<file path="config.mk">
export PLATFORM = sky130hd
export DESIGN_NAME = as_jtag_tap_imem
export DESIGN_NICKNAME = d
export VERILOG_FILES = /design/src/rtl/as_pack.sv /design/src/rtl/as_tap_fsm.sv /design/src/rtl/as_jtag_tap_imem.sv
export SDC_FILE = /design/constraint.sdc
export NUM_CORES = 1
export LEC_CHECK = 0
export BUFFER_PORTS_ARGS = -buffer_cell sky130_fd_sc_hd__buf_2
export CAP_MARGIN = 20
export CORE_MARGIN = 3
export CORE_UTILIZATION = 53
export CTS_BUF_LIST = sky130_fd_sc_hd__clkbuf_16
export CTS_CLUSTER_DIAMETER = 50
export DETAILED_ROUTE_END_ITERATION = 6
export PLACE_DENSITY = 0.8
export RECOVER_POWER = 50
export SYNTH_ARGS = -nofsm -noshare
export SYNTH_HDL_FRONTEND = slang
export SYNTH_SLANG_ARGS = --single-unit
</file>
<file path="constraint.sdc">
create_clock -name tck_i -period 1.65 [get_ports tck_i]
set_input_delay 0.165 -clock tck_i [delete_from_list [all_inputs] [get_ports tck_i]]
set_output_delay 0.165 -clock tck_i [all_outputs]
set_load 0.03 [all_outputs]
</file>
<file path="src/rtl/as_pack.sv">
// Shared TAP types and constants for the JTAG instruction-memory loader.
// Imported by the TAP state machine and the I-Mem scan top.
package as_pack;

  typedef enum logic [3:0] {
    TLR    = 4'hF,
    RTI    = 4'hC,
    SEL_DR = 4'h7,
    CAP_DR = 4'h6,
    SH_DR  = 4'h2,
    EX1_DR = 4'h1,
    PAU_DR = 4'h3,
    EX2_DR = 4'h0,
    UPD_DR = 4'h5,
    SEL_IR = 4'h4,
    CAP_IR = 4'hE,
    SH_IR  = 4'hA,
    EX1_IR = 4'h9,
    PAU_IR = 4'hB,
    EX2_IR = 4'h8,
    UPD_IR = 4'hD
  } tap_state_t;

  localparam int         TAP_IR_WIDTH   = 8;
  localparam logic [7:0] TAP_IMEM_OPC   = 8'h80;
  localparam logic [7:0] TAP_BYPASS_OPC = 8'hFF;

  function automatic int im_scan_length(
    input int aw,
    input int iw
  );
    return aw + iw + 1;
  endfunction

endpackage

</file>
<file path="src/rtl/as_tap_fsm.sv">
// IEEE 1149.1 TAP state machine, driven purely by TMS.
// Kept separate so other scan chains can reuse it.
module as_tap_fsm
  import as_pack::*;
(
  input  logic       tck_i,
  input  logic       trst_i,
  input  logic       tms_i,
  output tap_state_t state_o
);

  tap_state_t state_q, state_d;

  always_ff @(posedge tck_i or negedge trst_i) begin
    if (!trst_i) state_q <= TLR;
    else         state_q <= state_d;
  end

  always_comb begin
    state_d = state_q;
    case (state_q)
      TLR:     state_d = tms_i ? TLR    : RTI;
      RTI:     state_d = tms_i ? SEL_DR : RTI;
      SEL_DR:  state_d = tms_i ? SEL_IR : CAP_DR;
      CAP_DR:  state_d = tms_i ? EX1_DR : SH_DR;
      SH_DR:   state_d = tms_i ? EX1_DR : SH_DR;
      EX1_DR:  state_d = tms_i ? UPD_DR : PAU_DR;
      PAU_DR:  state_d = tms_i ? EX2_DR : PAU_DR;
      EX2_DR:  state_d = tms_i ? UPD_DR : SH_DR;
      UPD_DR:  state_d = tms_i ? SEL_DR : RTI;
      SEL_IR:  state_d = tms_i ? TLR    : CAP_IR;
      CAP_IR:  state_d = tms_i ? EX1_IR : SH_IR;
      SH_IR:   state_d = tms_i ? EX1_IR : SH_IR;
      EX1_IR:  state_d = tms_i ? UPD_IR : PAU_IR;
      PAU_IR:  state_d = tms_i ? EX2_IR : PAU_IR;
      EX2_IR:  state_d = tms_i ? UPD_IR : SH_IR;
      UPD_IR:  state_d = tms_i ? SEL_DR : RTI;
      default: state_d = TLR;
    endcase
  end

  assign state_o = state_q;

endmodule

</file>
<file path="src/rtl/as_jtag_tap_imem.sv">
// JTAG TAP with an {addr, instr, we} scan register that issues
// one-TCK instruction-memory write strobes on Update-DR.
module as_jtag_tap_imem
  import as_pack::*;
#(
  parameter int                    IR_WIDTH        = TAP_IR_WIDTH,
  parameter int                    IMEM_ADDR_WIDTH = 12,
  parameter int                    INSTR_WIDTH     = 32,
  parameter logic [IR_WIDTH-1:0]   IMEM_OPC        = TAP_IMEM_OPC,
  parameter logic [IR_WIDTH-1:0]   BYPASS_OPC      = TAP_BYPASS_OPC
) (
  input  logic                       tck_i,
  input  logic                       trst_i,
  input  logic                       tms_i,
  input  logic                       tdi_i,
  output logic                       tdo_o,
  output logic [IMEM_ADDR_WIDTH-1:0] im_addr_o,
  output logic [INSTR_WIDTH-1:0]     im_data_o,
  output logic                       im_we_o,
  output logic                       imem_sel_o
);

  localparam int L = im_scan_length(IMEM_ADDR_WIDTH, INSTR_WIDTH);

  tap_state_t st;

  logic [IR_WIDTH-1:0]        ir_sh_q, ir_sh_d;
  logic [IR_WIDTH-1:0]        ir_q, ir_d;
  logic                       sel_q;
  logic                       byp_q, byp_d;
  logic [L-1:0]               dr_q, dr_d;
  logic [IMEM_ADDR_WIDTH-1:0] addr_q, addr_d;
  logic [INSTR_WIDTH-1:0]     data_q, data_d;
  logic                       we_q, we_d;
  logic                       tdo_q, tdo_d;

  as_tap_fsm u_fsm (
    .tck_i   (tck_i),
    .trst_i  (trst_i),
    .tms_i   (tms_i),
    .state_o (st)
  );

  always_comb begin
    ir_sh_d = ir_sh_q;
    ir_d    = ir_q;
    byp_d   = byp_q;
    dr_d    = dr_q;
    addr_d  = addr_q;
    data_d  = data_q;
    we_d    = 1'b0;
    case (st)
      TLR:    ir_d    = BYPASS_OPC;
      CAP_IR: ir_sh_d = {{(IR_WIDTH-1){1'b0}}, 1'b1};
      SH_IR:  ir_sh_d = {ir_sh_q[IR_WIDTH-2:0], tdi_i};
      UPD_IR: ir_d    = ir_sh_q;
      CAP_DR: begin
        if (sel_q) dr_d  = {addr_q, data_q, 1'b0};
        else       byp_d = 1'b0;
      end
      SH_DR: begin
        if (sel_q) dr_d  = {dr_q[L-2:0], tdi_i};
        else       byp_d = tdi_i;
      end
      UPD_DR: begin
        if (sel_q) begin
          addr_d = dr_q[L-1 -: IMEM_ADDR_WIDTH];
          data_d = dr_q[INSTR_WIDTH:1];
          we_d   = dr_q[0];
        end
      end
      default: ;
    endcase
  end

  // sel_q is compared against the next IR so it moves with ir_q
  always_ff @(posedge tck_i or negedge trst_i) begin
    if (!trst_i) begin
      ir_sh_q <= '0;
      ir_q    <= BYPASS_OPC;
      sel_q   <= 1'b0;
      byp_q   <= 1'b0;
      dr_q    <= '0;
      addr_q  <= '0;
      data_q  <= '0;
      we_q    <= 1'b0;
    end else begin
      ir_sh_q <= ir_sh_d;
      ir_q    <= ir_d;
      sel_q   <= (ir_d == IMEM_OPC);
      byp_q   <= byp_d;
      dr_q    <= dr_d;
      addr_q  <= addr_d;
      data_q  <= data_d;
      we_q    <= we_d;
    end
  end

  always_comb begin
    tdo_d = 1'b0;
    if (st == SH_IR)      tdo_d = ir_sh_q[IR_WIDTH-1];
    else if (st == SH_DR) tdo_d = sel_q ? dr_q[L-1] : byp_q;
  end

  always_ff @(negedge tck_i or negedge trst_i) begin
    if (!trst_i) tdo_q <= 1'b0;
    else         tdo_q <= tdo_d;
  end

  assign tdo_o      = tdo_q;
  assign im_addr_o  = addr_q;
  assign im_data_o  = data_q;
  assign im_we_o    = we_q;
  assign imem_sel_o = sel_q;

endmodule

</file>
==> flow_summary.toml, run 1 <==
[run_status]
outcome = "complete, but fails checks"
violations = "negative setup slack"

[synthesis]
yosysUniqueCellTypes = 28
syn_inst = 407
synth_area_per_cell_um2 = 11.8
synthesis.area_um2 = 4810
synth-seq-area-share = 0.591
yosysWarningCount = 0
ys_ff_latch = 113
synth_nets = 411

[routing]
firstDrtPassIters = 4
antenna_left = 0
wirelength_um = 11100
dr_total_vias = 3362
drc = 0
drtIter0Drc = 153
wl_per_cell_um = 18.5
via_per_inst = 5.58

[timing]
tightestPinTransition_ns = 0.992
tns_ns = -5.58
rsz0062_at_grt = "yes"
final_max_slew_viol_count = 0
finalHoldViolations = 0
hold-worst-slack_ns = 0.0481
finClkSkew_ns = 0.0210
setup_slack_ns = -0.318
setup_viol = 47
slew_headroom = 0.339

[global_routing]
grt_pass1_wl_um = 17600
gr-usage-all-layers = 0.222
antenna_found_initial = 0
grt_start_max_net_pins = 113
grt_pass1_vias = 3453
grt_overflow = 0

[clock_network]
numCtsBuffers = 17
cts.sinks = 113
path_clk_slew_ns = 0.05
clockBufferDepth = 2
clk_latency_ns = 0.41
htree_num_levels = 4
cts_tree = "built"
clk_root_buffer_cell = "clkbuf_16"

[setup_path]
start_kind = "register"
path_max_fanout = 2
cp-end-kind = "register"
critPathKind = "register to register"
crit_arrival_ns = 1.38
worstPathRequired_ns = 1.06

[pwr]
finalPower_mw = 10.2
pwr-share-seq = 0.389
clockPowerShare = 0.367
p_sw_mw = 3.22
internal-power_mw = 7.00
power.density_nw_per_um2 = 1620
p_leak_nw = 3.16
p_sw_frac = 0.315
irDropWorstVdd_v = 0.00107
p_comb_frac = 0.243

[cells_and_area]
drive_gt1_frac = 0.377
fin_cells = 602
synthToLayoutAreaGrowth_pct = 30.9
seq_area_um2 = 2840
final_nets = 485
fillers = 565
utilization = 0.718
multiInputGateArea_um2 = 2040
fin_area_um2 = 6290
antenna_cells = 0

[job]
max_cap_viol_count = 0

[floorplan]
pin_count = 51
die-area_um2 = 10300
rows = 34
die_w_um = 101
die_h_um = 101
design.core.area_um2 = 8760
start_util = 0.549

[place]
place_area_um2 = 5200
port_buffers = 50
pre_cts_ws_ns = -0.299
hpwl_um = 5640
gp_congestion = 0.800
dp_cells = 554

[min_path]
min-delay-path-class = "input pin to register"
metal layers:
layer,vias up,global-route usage,wire length [um]
met1,1715,0.280,4750
met2,73,0.370,5760
li1,1558,-,-
met5,-,0,0
met3,16,0.0565,445
met4,0,0.0808,147
synth_stat cells:
library cell	count	share of area
nand2_1	24	0.019
o21ai_0	20	0.021
nand3_1	1	0.0010
nor3_4	1	0.0034
dfrtp_1	100	0.52
dfrtn_1	1	0.0052
nor4bb_1	1	0.0021
nor4_1	2	0.0026
nand3b_1	1	0.0016
o22ai_1	1	0.0013
a21oi_1	49	0.051
nor2b_1	1	0.0013
nor2_1	56	0.044
nor3b_1	1	0.0016
inv_1	2	0.0016
mux2_2	38	0.089
mux2i_1	44	0.092
dfstp_2	12	0.066
nor3_1	2	0.0021
and2_1	2	0.0026
nand2b_1	8	0.010
mux2_1	10	0.023
buf_4	3	0.0047
a22oi_1	1	0.0016
clkbuf_1	4	0.0031
buf_6	4	0.0094
buf_2	17	0.018
nand2b_4	1	0.0029
worst paths after layout:
kind	startpoint	depth (start not counted)	slack (ns)	to
max in group asynchronous	trst_i	3	0.39	dr_q[25]
worst max register to register	u_fsm.state_o[0]	4	-0.32	tdo_o
worst min register to register	ir_q[2]	2	0.48	ir_q[2]
min in group asynchronous	trst_i	3	0.59	im_addr_o[7]
worst max-delay path	u_fsm.state_o[0]	4	-0.32	tdo_o
worst min-delay path	tdi_i	3	0.05	ir_sh_q[0]
power groups by stage:
stage,Combinational (mW),Sequential [mW],Clock [mW]
3_3_place_gp,2.00,3.92,0
5_1_grt,2.71,4.07,3.91
2_1_floorplan,1.65,3.85,0
4_1_cts,2.29,3.95,3.75
3_5_place_dp,2.08,3.97,0
6_report,2.49,3.98,3.75
placed cells by master, fill, tap and decap left out, drive strengths merged:
cell type / instances
dfrtp: 100
buf: 80
nor2: 56
a21oi: 49
mux2: 48
mux2i: 44
nand2: 24
o21ai: 20
clkbuf: 19
dfstp: 12
nand2b: 9
clkinv: 5
inv: 5
clkinvlp: 4
bufinv: 3
nor3: 3
and2: 2
nor4: 2
o22ai: 1
nand3: 1
nand3b: 1
nor3b: 1
a22oi: 1
nor4bb: 1
nor2b: 1
dlygate4sd3: 1
dfrtn: 1
registers in the layout, summed over array words and instances, names as in the netlist:
register,count
dr_q,45
im_data_o,32
im_addr_o,12
ir_q,8
ir_sh_q,8
u_fsm.state_o,4
byp_q,1
im_we_o,1
imem_sel_o,1
tdo_o,1
cell families after synthesis:
logic type / after synthesis / share of synthesized area
compound gates: 71 / 0.0747
buf+inv: 30 / 0.0364
flops: 113 / 0.591
simple gates: 101 / 0.0939
mux: 92 / 0.204
worst max-delay path: stages (launching register included):
cell and delay [ns]:
dfstp_2 0.52, nand3b_1 0.14, inv_1 0.07, a22oi_1 0.17, nor2_1 0.07
timing repair:
action / in CTS / in global routing
hold buffers: 1 / 0
setup buffers: 12 / 0
setup endpoints to repair: 47 / 95
pin swaps: 1 / 3
hold endpoints to repair: 100 / 0
gates resized for setup: 64 / 17
cloned: 4 / 1
area by class of cell:
cell class                 instances  area share
inverter                           2     0.00119
clock buffer                      17      0.0676
tap                              108      0.0215
sequential                       113       0.452
multi-input combinational        264       0.324
clock inverter                    15      0.0294
timing repair buffer              83       0.104
Power figures use the tool's default switching activity.
==> inputs of run 2 (changes only) <==
ABC_AREA = 1   (was default)
==> flow_summary.toml, run 2 <==
[setup_path]
cp_top_family = "flip-flops"
worstPathCellList = "buf_6"
start_kind = "register"
crit_buf_inv = 1
cpMaxStageDelayCell = "dfrtn_1"
crit_arrival_ns = 1.81
cp_slowest_stage_delay_ns = 0.45
path_max_fanout = 1
cp-end-kind = "output pin"
worstPathRequired_ns = 1.48
critPathKind = "register to output pin"

[global_routing]
grt_overflow = 0
antenna_found_initial = 0
grt_pass1_vias = 4019
gr-usage-all-layers = 0.241
grt_start_max_net_pins = 113
grt_pass1_wl_um = 19300

[routing]
drtIter0Drc = 503
wirelength_um = 16800
antenna_left = 0
firstDrtPassIters = 6
dr_total_vias = 4795
via_per_inst = 6.00
drc = 0
wl_per_cell_um = 21.0

[synthesis]
ys_ff_latch = 113
syn_inst = 577
synth-seq-area-share = 0.585
synth_top_area_frac = 0.515
synth.most_common_cell = "nand2_1"
yosysWarningCount = 0
synth_area_leader_cell = "dfrtp_1"
synth_edf_count = 0
synth_area_leaders = "dfrtp_1 52%, nand2_1 9.8%, o21ai_0 9.7%"
yosysUniqueCellTypes = 21
synth_area_per_cell_um2 = 8.42
synthesis.area_um2 = 4860
synth_flop_cell = "dfrtp_1"
synth_nets = 581
synthArstFlopShare = 1.00
synth_commonest_cells = "127 x nand2_1, 100 x dfrtp_1, 94 x o21ai_0"

[pwr]
p_sw_frac = 0.316
finalPower_mw = 8.81
p_leak_nw = 3.62
clockPowerShare = 0.400
internal-power_mw = 6.03
pwr-share-seq = 0.366
irDropWorstVdd_v = 0.00110
p_comb_frac = 0.234
power.density_nw_per_um2 = 1250
p_sw_mw = 2.78

[clock_network]
cts_tree = "built"
htree_num_levels = 4
path_clk_slew_ns = 0.05
cts.sinks = 113
clk_root_buffer_cell = "clkbuf_16"
numCtsBuffers = 17
clockBufferDepth = 2
clk_latency_ns = 0.41

[timing]
setup_viol = 51
tns_ns = -4.76
slew_headroom = 0.338
final_max_slew_viol_count = 0
tightestPinTransition_ns = 0.993
rsz0062_at_grt = "yes"
setup_slack_ns = -0.322
finalHoldViolations = 0
finClkSkew_ns = 0.0238

[cells_and_area]
synthToLayoutAreaGrowth_pct = 44.8
largest_reg_flops = 45
fin_cells = 799
largest_register = "dr_q"
drive_gt1_frac = 0.346
layout_common_cells = "100 x dfrtp_1, 81 x nand2_1, 79 x inv_1"
mostFrequentLayoutCell = "dfrtp_1"
fillers = 456
final_nets = 683
antenna_cells = 0
utilization = 0.799

[floorplan]
rows = 34
design.core.area_um2 = 8810
die_w_um = 102
die_h_um = 102
pin_count = 51
die-area_um2 = 10300
start_util = 0.552

[place]
dp_cells = 729
gp_congestion = 0.861
port_buffers = 50
pre_cts_ws_ns = -0.164
hpwl_um = 6510

[job]
max_cap_viol_count = 0

[run_status]
outcome = "complete, but fails checks"
violations = "negative setup slack"

[min_path]
min-delay-path-class = "input pin to register"
-- run 2: cell count changes in the layout (fill, tap and decap cells not counted), moves of 7 or more --
| cell | change |
|---|---|
| a21oi_1 | -48 |
| o22ai_1 | +8 |
| nand2_2 | +21 |
| mux2_4 | -45 |
| nand2_4 | +24 |
| mux2i_1 | -44 |
| nand2b_1 | -7 |
| inv_1 | +77 |
| o21ai_0 | +33 |
| clkbuf_16 | +15 |
| o21ai_1 | +56 |
| nand2_1 | +58 |
| o21ai_2 | +28 |
| nand3_1 | +7 |
-- run 2: path summary, 6_finish.rpt --
| kind | start | to | slack [ns] | cells after the start |
|---|---|---|---|---|
| setup / recovery | tdo_o | tdo_o | -0.32 | 1 |
| hold / removal | tdi_i | ir_sh_q[0] | 0.06 | 3 |
| setup reg to reg | imem_sel_o | tdo_o | -0.25 | 2 |
| hold reg to reg | dr_q[38] | im_addr_o[5] | 0.51 | 2 |
| max in group asynchronous | trst_i | im_data_o[13] | 0.29 | 3 |
| min in group asynchronous | trst_i | dr_q[1] | 0.69 | 3 |
-- run 2: repair_timing --
action	CTS	global route
hold buffers	2	0
pin swaps	2	4
buffers inserted	1	13
cloned	2	21
endpoints found under the setup margin	28	92
endpoints found under the hold margin	101	0
gates resized for setup	12	163
-- run 2: cells by family (layout without fill, tap and decap cells) --
kind of cell | count (synthesis) | after routing | synth area share
AO/OA/AOI/OAI | 150 | 150 | 0.158
AND/OR/NAND/NOR | 203 | 203 | 0.164
flip-flops | 113 | 113 | 0.585
buffers and inverters | 111 | 225 | 0.0932
-- run 2: layout make-up --
class	count	area (um2)	area share
clock buffers	17	425	0.0605
multi-input cells	353	1970	0.280
clock inverters	14	126	0.0180
flip-flops and latches	113	2840	0.404
repair buffers	111	1210	0.172
inverters	83	319	0.0454
well taps	108	135	0.0192
-- run 2: through the flow --
stage	area [um2]	hold WS [ns]
final	7030	0.0614
after global routing	7030	0.116
after CTS	6020	0.0741
after detailed placement	5350	0.343
after global placement	5350	0.340
after floorplan	4880	-0.131
-- run 2: power by group through the flow --
stage / clock network, mW / registers [mW] / logic, mW
after floorplan: 0 / 3.25 / 1.08
after global placement: 0 / 3.23 / 1.56
after detailed placement: 0 / 3.25 / 1.60
after CTS: 3.44 / 3.21 / 1.68
after global routing: 3.67 / 3.25 / 2.24
final: 3.52 / 3.22 / 2.06
-- run 2: metal layers --
metal	routed length (um)	global-route usage	vias up
met5	0	0	-
met4	909	0.0828	0
met3	1770	0.0654	79
met2	8090	0.385	364
met1	6030	0.319	2315
li1	-	-	2037
